==> src/rtl/vp_pkg.sv <==
// Shared types for the value-predictor validator.
// Entry layout of one tracked prediction and the lane count.
package vp_pkg;
  localparam int VP_NUM_LANES  = 2;
  localparam int VP_CONF_WIDTH = 8;

  typedef struct packed {
    logic [31:1]            pc;
    logic [31:0]            pred;
    logic [VP_CONF_WIDTH:0] conf;
  } vp_entry_t;
endpackage

==> src/rtl/vp_validator_fifo.sv <==
// 2-push / 2-pop circular buffer of tracked predictions.
// Pointers carry one extra wrap bit; count is their difference.
module vp_validator_fifo
  import vp_pkg::*;
#(
  parameter type T        = vp_entry_t,
  parameter int  P_DEPTH  = 16,
  localparam int CNT_W    = $clog2(P_DEPTH + 1)
) (
  input  logic                    clk_i,
  input  logic                    rst_i,
  input  logic                    clr_i,
  input  logic [1:0]              push_n_i,
  input  T [VP_NUM_LANES-1:0]     push_data_i,
  input  logic [1:0]              pop_n_i,
  output T [VP_NUM_LANES-1:0]     head_o,
  output logic [CNT_W-1:0]        count_o
);
  localparam int PW = $clog2(P_DEPTH);
  localparam int AW = PW + 1;

  T              mem_q [P_DEPTH];
  logic [AW-1:0] rd_q, rd_d;
  logic [AW-1:0] wr_q, wr_d;
  logic [PW-1:0] wa0, wa1, ra0, ra1;

  assign wa0 = wr_q[PW-1:0];
  assign wa1 = wa0 + 1'b1;
  assign ra0 = rd_q[PW-1:0];
  assign ra1 = ra0 + 1'b1;

  assign head_o[0] = mem_q[ra0];
  assign head_o[1] = mem_q[ra1];
  assign count_o   = CNT_W'(wr_q - rd_q);

  always_comb begin
    rd_d = rd_q + AW'(pop_n_i);
    wr_d = wr_q + AW'(push_n_i);
    if (clr_i) begin
      rd_d = '0;
      wr_d = '0;
    end
  end

  always_ff @(posedge clk_i or posedge rst_i) begin
    if (rst_i) begin
      rd_q <= '0;
      wr_q <= '0;
    end else begin
      rd_q <= rd_d;
      wr_q <= wr_d;
    end
  end

  always_ff @(posedge clk_i) begin
    if (push_n_i != 2'd0) mem_q[wa0] <= push_data_i[0];
    if (push_n_i == 2'd2) mem_q[wa1] <= push_data_i[1];
  end
endmodule

==> src/rtl/vp_validator.sv <==
// Tracks value predictions in order and compares them with executed
// results, driving mispredict feedback back into the predictor.
module vp_validator
  import vp_pkg::*;
#(
  parameter int  P_CONF_WIDTH = VP_CONF_WIDTH,
  parameter int  P_DEPTH      = 16,
  parameter int  P_DROP_W     = 16,
  localparam int CW           = P_CONF_WIDTH,
  localparam int CNT_W        = $clog2(P_DEPTH + 1)
) (
  input  logic                  clk_i,
  input  logic                  rst_i,
  input  logic [1:0][31:1]      pred_pc_d_i,
  input  logic [1:0][CW:0]      pred_conf_d_i,
  input  logic [1:0]            pred_valid_d_i,
  input  logic [1:0][31:0]      pred_result_e1_i,
  input  logic [1:0][31:1]      ex_pc_i,
  input  logic [1:0][31:0]      ex_result_i,
  input  logic [1:0]            ex_valid_i,
  input  logic                  flush_i,
  output logic [1:0][31:1]      fb_pc_o,
  output logic [1:0][31:0]      fb_actual_o,
  output logic [1:0]            fb_mispredict_o,
  output logic [1:0][CW:0]      fb_conf_o,
  output logic [1:0]            fb_valid_o,
  output logic                  full_o,
  output logic [CNT_W-1:0]      count_o,
  output logic [P_DROP_W-1:0]   drop_cnt_o,
  output logic                  resync_o
);
  typedef struct packed {
    logic [31:1] pc;
    logic [31:0] pred;
    logic [CW:0] conf;
  } entry_t;

  localparam logic [P_DROP_W-1:0] DROP_MAX = '1;

  logic [1:0][31:1]    d_pc_q;
  logic [1:0][CW:0]    d_conf_q;
  logic [1:0]          d_vld_q;
  entry_t [1:0]        head, cand, push_data;
  logic [CNT_W-1:0]    count, free, count_nxt;
  logic [1:0]          push_n, pop_n, nreq, nacc, ndrop;
  logic                hit0, hit1, miss0, miss1, miss, clr, have0, have1;
  entry_t              h1;
  logic [P_DROP_W-1:0] drop_q, drop_d;
  logic                full_q;

  vp_validator_fifo #(
    .T       (entry_t),
    .P_DEPTH (P_DEPTH)
  ) u_fifo (
    .clk_i       (clk_i),
    .rst_i       (rst_i),
    .clr_i       (clr),
    .push_n_i    (push_n),
    .push_data_i (push_data),
    .pop_n_i     (pop_n),
    .head_o      (head),
    .count_o     (count)
  );

  // Lane1 compares against the entry behind lane0's pop, if any.
  assign have0 = count != '0;
  assign hit0  = ex_valid_i[0] && have0 && head[0].pc == ex_pc_i[0];
  assign miss0 = ex_valid_i[0] && have0 && head[0].pc != ex_pc_i[0];
  assign h1    = hit0 ? head[1] : head[0];
  assign have1 = hit0 ? (count > CNT_W'(1)) : have0;
  assign hit1  = ex_valid_i[1] && !miss0 && have1 && h1.pc == ex_pc_i[1];
  assign miss1 = ex_valid_i[1] && !miss0 && have1 && h1.pc != ex_pc_i[1];
  assign miss  = miss0 | miss1;
  assign clr   = flush_i | miss;
  assign pop_n = {1'b0, hit0} + {1'b0, hit1};

  always_comb begin
    cand[0] = '{pc: d_pc_q[0], pred: pred_result_e1_i[0], conf: d_conf_q[0]};
    cand[1] = '{pc: d_pc_q[1], pred: pred_result_e1_i[1], conf: d_conf_q[1]};
    push_data = cand;
    if (!d_vld_q[0]) push_data[0] = cand[1];
    nreq = {1'b0, d_vld_q[0]} + {1'b0, d_vld_q[1]};
    free = CNT_W'(P_DEPTH) - count;
    nacc = (free < CNT_W'(nreq)) ? free[1:0] : nreq;
    ndrop = nreq - nacc;
    push_n = nacc;
    if (clr) begin
      push_n = 2'd0;
      ndrop  = 2'd0;
    end
    count_nxt = clr ? '0 : count - CNT_W'(pop_n) + CNT_W'(push_n);
    drop_d = (drop_q > DROP_MAX - P_DROP_W'(ndrop)) ? DROP_MAX
           : drop_q + P_DROP_W'(ndrop);
  end

  always_ff @(posedge clk_i or posedge rst_i) begin
    if (rst_i) begin
      d_pc_q          <= '0;
      d_conf_q        <= '0;
      d_vld_q         <= '0;
      fb_pc_o         <= '0;
      fb_actual_o     <= '0;
      fb_mispredict_o <= '0;
      fb_conf_o       <= '0;
      fb_valid_o      <= '0;
      resync_o        <= 1'b0;
      drop_q          <= '0;
      full_q          <= 1'b0;
    end else begin
      d_pc_q          <= pred_pc_d_i;
      d_conf_q        <= pred_conf_d_i;
      d_vld_q         <= flush_i ? 2'b00 : pred_valid_d_i;
      fb_valid_o      <= {hit1, hit0};
      fb_pc_o[0]      <= hit0 ? ex_pc_i[0] : '0;
      fb_pc_o[1]      <= hit1 ? ex_pc_i[1] : '0;
      fb_actual_o[0]  <= hit0 ? ex_result_i[0] : '0;
      fb_actual_o[1]  <= hit1 ? ex_result_i[1] : '0;
      fb_conf_o[0]    <= hit0 ? head[0].conf : '0;
      fb_conf_o[1]    <= hit1 ? h1.conf : '0;
      fb_mispredict_o <= {hit1 && (h1.pred != ex_result_i[1]),
                          hit0 && (head[0].pred != ex_result_i[0])};
      resync_o        <= miss;
      drop_q          <= drop_d;
      full_q          <= count_nxt >= CNT_W'(P_DEPTH - 1);
    end
  end

  assign count_o    = count;
  assign full_o     = full_q;
  assign drop_cnt_o = drop_q;
endmodule

==> config.mk <==
export PLATFORM = sky130hd
export DESIGN_NAME = vp_validator
export DESIGN_NICKNAME = d
export VERILOG_FILES = /design/src/rtl/vp_pkg.sv /design/src/rtl/vp_validator_fifo.sv /design/src/rtl/vp_validator.sv
export SDC_FILE = /design/constraint.sdc
export NUM_CORES = 2
export LEC_CHECK = 0
export CAP_MARGIN = 20
export CORE_MARGIN = 2
export CORE_UTILIZATION = 40
export CTS_CLUSTER_DIAMETER = 50
export DETAILED_ROUTE_END_ITERATION = 8
export PLACE_DENSITY = 0.68
export RECOVER_POWER = 25
export SKIP_LAST_GASP = 1
export SLEW_MARGIN = 20
export SYNTH_ARGS = -nofsm -noshare
export SYNTH_HDL_FRONTEND = slang
export SYNTH_SLANG_ARGS = --single-unit
export TNS_END_PERCENT = 5
==> constraint.sdc <==
create_clock -name clk_i -period 11 [get_ports clk_i]
set_input_delay 1.1 -clock clk_i [delete_from_list [all_inputs] [get_ports clk_i]]
set_output_delay 1.1 -clock clk_i [all_outputs]
set_load 0.02 [all_outputs]
==> results.json <==
{
  "drive_gt1_share_pct": 38.8,
  "cts_hold_repair.buffers": 0,
  "fin_cells": 8326,
  "syn_nets": 5483,
  "synth_area_sq_um": 83400,
  "fillCellCount": 18000,
  "multi_input_comb_area_sq_um": 38500,
  "cp.arrival_ps": 10600,
  "grt_pass1_wl_mm": 400,
  "cts_tree": "yes",
  "viasPerCell": 6.41,
  "synth-seq-cells": 1410,
  "hold_path_class": "reg2reg",
  "hold_viol_final": 0,
  "track_usage_pct": 26.5,
  "placed_cells": 8002,
  "start_util_pct": 40.3,
  "numPortBuffers": 447,
  "cellPowerDensity_nw_per_um2": 138,
  "dieArea_sq_um": 212000,
  "synthArstFlopShare_pct": 18.3,
  "num_rows": 167,
  "period_share_pct": 90.1,
  "syn2layout_area_growth_pct": 13.1,
  "dr.pass1.iters": 5,
  "setup_viol_count_final": 0,
  "period_needed_ps": 9910,
  "die_h_microns": 461,
  "cp-start-kind": "register",
  "cts_max_path_buffers": 3,
  "antenna_left": 0,
  "grt_pass1_vias": 52400,
  "violations": "capacitance limit, slew limit",
  "numCtsBuffers": 169,
  "finClkSkew_ps": 50.5,
  "critPathRequiredTime_ps": 11690,
  "ys.flop_type": "edfxtp_1",
  "yosysWarnings": 0,
  "drtIter0Drc": 7238,
  "worst_pin_slew_ps": 4460,
  "core_area_sq_um": 207000,
  "area.sequential_sq_um": 41100,
  "cap_viol_max_count": 7,
  "boundaryPins": 448,
  "path_max_fanout": 63,
  "peakVddDrop_uv": 175,
  "routed_wl_mm": 288,
  "globalRouteOverflowTotal": 0,
  "dieWidth_microns": 461,
  "wire_per_inst_microns": 34.6,
  "p_leak_nw": 32.3,
  "h-tree-depth": 4,
  "antenna_found_initial": 29,
  "finalSetupTns_ps": 0,
  "crit_path_end_kind": "register",
  "root_buffer": "clkbuf_16",
  "finalNetCount": 5694,
  "gp_congestion": 0.925,
  "synth-edff-count": 1152,
  "grt_max_degree": 96,
  "vias": 53400,
  "synth.avg_cell_area_sq_um": 16.1,
  "synth_cell_types": 74,
  "grt_setup_unrepaired": "false",
  "report.final.slew_viol_count": 359,
  "criticalPathCategory": "reg2reg",
  "fmax_mhz": 101,
  "cts_sinks": 1410,
  "post-cts-setup-buffer-count": 0,
  "status": "finished with violations",
  "fin_util_pct": 45.5,
  "clk_latency_ps": 840,
  "synthCells": 5174,
  "clkTransAtPathRegs_ps": 60,
  "drc": 0,
  "synth_seq_area_share_pct": 49.2,
  "max-slew-margin-rel_pct": -199,
  "cts_resized": 0,
  "dp_hpwl_mm": 172
}
[area by class of cell]
cell class                 count  area share (%)
antenna                       13          0.0345
inverter                      53           0.212
multi-input combinational   3180            40.8
clock inverter                89           0.899
tap                         2788            3.70
timing repair buffer         571            5.79
clock buffer                 222            5.00
sequential                  1410            43.5
[kinds of logic (layout without fill, tap and decap cells)]
group | after synthesis | after routing | share of synthesized area (%)
and+or+nand+nor | 559 | 559 | 3.61
muxes | 2030 | 2030 | 36.9
xor gates and xnor gates | 167 | 167 | 1.75
adders and majority gates | 32 | 32 | 0.534
DFF | 1410 | 1410 | 49.2
other | 0 | 13 | 0
AOI/OAI and AO/OA | 392 | 392 | 3.29
buffers and inverters | 584 | 935 | 4.73
[routing by layer]
layer	part of all wire (%)	GRT usage [%]	vias to the layer above
li1	-	-	21100
met1	38	34.5	27900
met2	47	42.0	3542
met3	10	5.69	760
met4	5.2	12.9	18
met5	0.041	0	-
[cells in the final DEF, fill, tap and decap left out, types with 69 or more instances in the layout]
| cell type | Yosys | layout |
|---|---|---|
| clkdlybuf4s50_1 | 0 | 198 |
| edfxtp_1 | 1152 | 1152 |
| clkbuf_16 | 0 | 178 |
| o221ai_1 | 83 | 83 |
| buf_4 | 86 | 111 |
| nor2_1 | 75 | 75 |
| nand2_1 | 120 | 118 |
| mux2_4 | 621 | 570 |
| o22ai_1 | 69 | 69 |
| a21oi_1 | 81 | 81 |
| mux2_2 | 629 | 629 |
| dlygate4sd3_1 | 0 | 249 |
| xnor2_1 | 108 | 106 |
| dfrtp_1 | 258 | 253 |
| mux4_2 | 506 | 506 |
| mux2i_1 | 259 | 259 |
| and3_1 | 135 | 130 |
[critical path: stages (launching register included)]
cell and delay (ps):
dfrtp_4 470, buf_4 480, buf_4 780, nor2_1 430, a22oi_1 300, o21ai_0 280
xor2_1 220, nor4_1 510, and4_1 380, nor4bb_1 430, clkbuf_1 1060, buf_4 720
a21oi_1 220, nor4_1 350, clkbuf_1 2350, and3_1 610
[worst paths after layout]
| path | from | cells after the start | slack, ps | to |
|---|---|---|---|---|
| min in group asynchronous | rst_i | 2 | 2100 | fb_pc_o[47]$_DFF_PP0_ |
| hold reg to reg | drop_cnt_o[8]$_DFF_PP0_ | 2 | 550 | drop_cnt_o[8]$_DFF_PP0_ |
| max in group asynchronous | rst_i | 3 | 3490 | u_fifo.rd_q[1]$_DFF_PP0_ |
| setup / recovery | u_fifo.rd_q[2]$_DFF_PP0_ | 15 | 1090 | fb_actual_o[61]$_DFF_PP0_ |
| setup reg to reg | u_fifo.rd_q[2]$_DFF_PP0_ | 15 | 1090 | fb_actual_o[61]$_DFF_PP0_ |
| hold / removal | drop_cnt_o[8]$_DFF_PP0_ | 2 | 550 | drop_cnt_o[8]$_DFF_PP0_ |
[where the power goes]
part / leakage, nW / internal (mW) / switching, mW / total [mW]
registers: 13.8 / 5.92 / 0.0961 / 6.01
clock network: 2.71 / 3.28 / 2.37 / 5.65
logic: 15.8 / 0.636 / 0.704 / 1.34
total: 32.3 / 9.83 / 3.17 / 13.0
[sequential cells by signal (all words and copies together) (netlist names)]
register,flops
fb_actual_o,64
u_fifo.wr_q,5
cand,80
full_o,1
fb_pc_o,62
fb_mispredict_o,2
u_fifo.rd_q,5
resync_o,1
u_fifo.mem_q,1152
fb_valid_o,2
fb_conf_o,18
d_vld_q,2
drop_cnt_o,16
[per-stage QoR]
stage                     worst slack [ps]  hold WS [ps]  power [mW]  instance area, sq um
after floorplan                       1500           543        6.95                 83400
after global placement                2220           523        7.44                 89000
after detailed placement              2150           547        7.46                 89000
after CTS                             2090           562        13.1                 94600
after global routing                   976           575        13.3                 94300
final                                 1090           552        13.0                 94300
[cells in the mapped netlist (all sizes together) (69+ instances only)]
| cell type | count | area share, % |
|---|---|---|
| mux2 | 1250 | 20 |
| edfxtp | 1152 | 41 |
| mux4 | 521 | 14 |
| buf | 272 | 3.3 |
| clkbuf | 259 | 1.2 |
| mux2i | 259 | 3.1 |
| dfrtp | 258 | 7.7 |
| and3 | 144 | 1.1 |
| nand2 | 120 | 0.54 |
| xnor2 | 108 | 1.1 |
| o221ai | 83 | 0.87 |
| a21oi | 81 | 0.49 |
| nor2 | 75 | 0.34 |
| o22ai | 69 | 0.52 |
(Power assumes the default switching activity.)
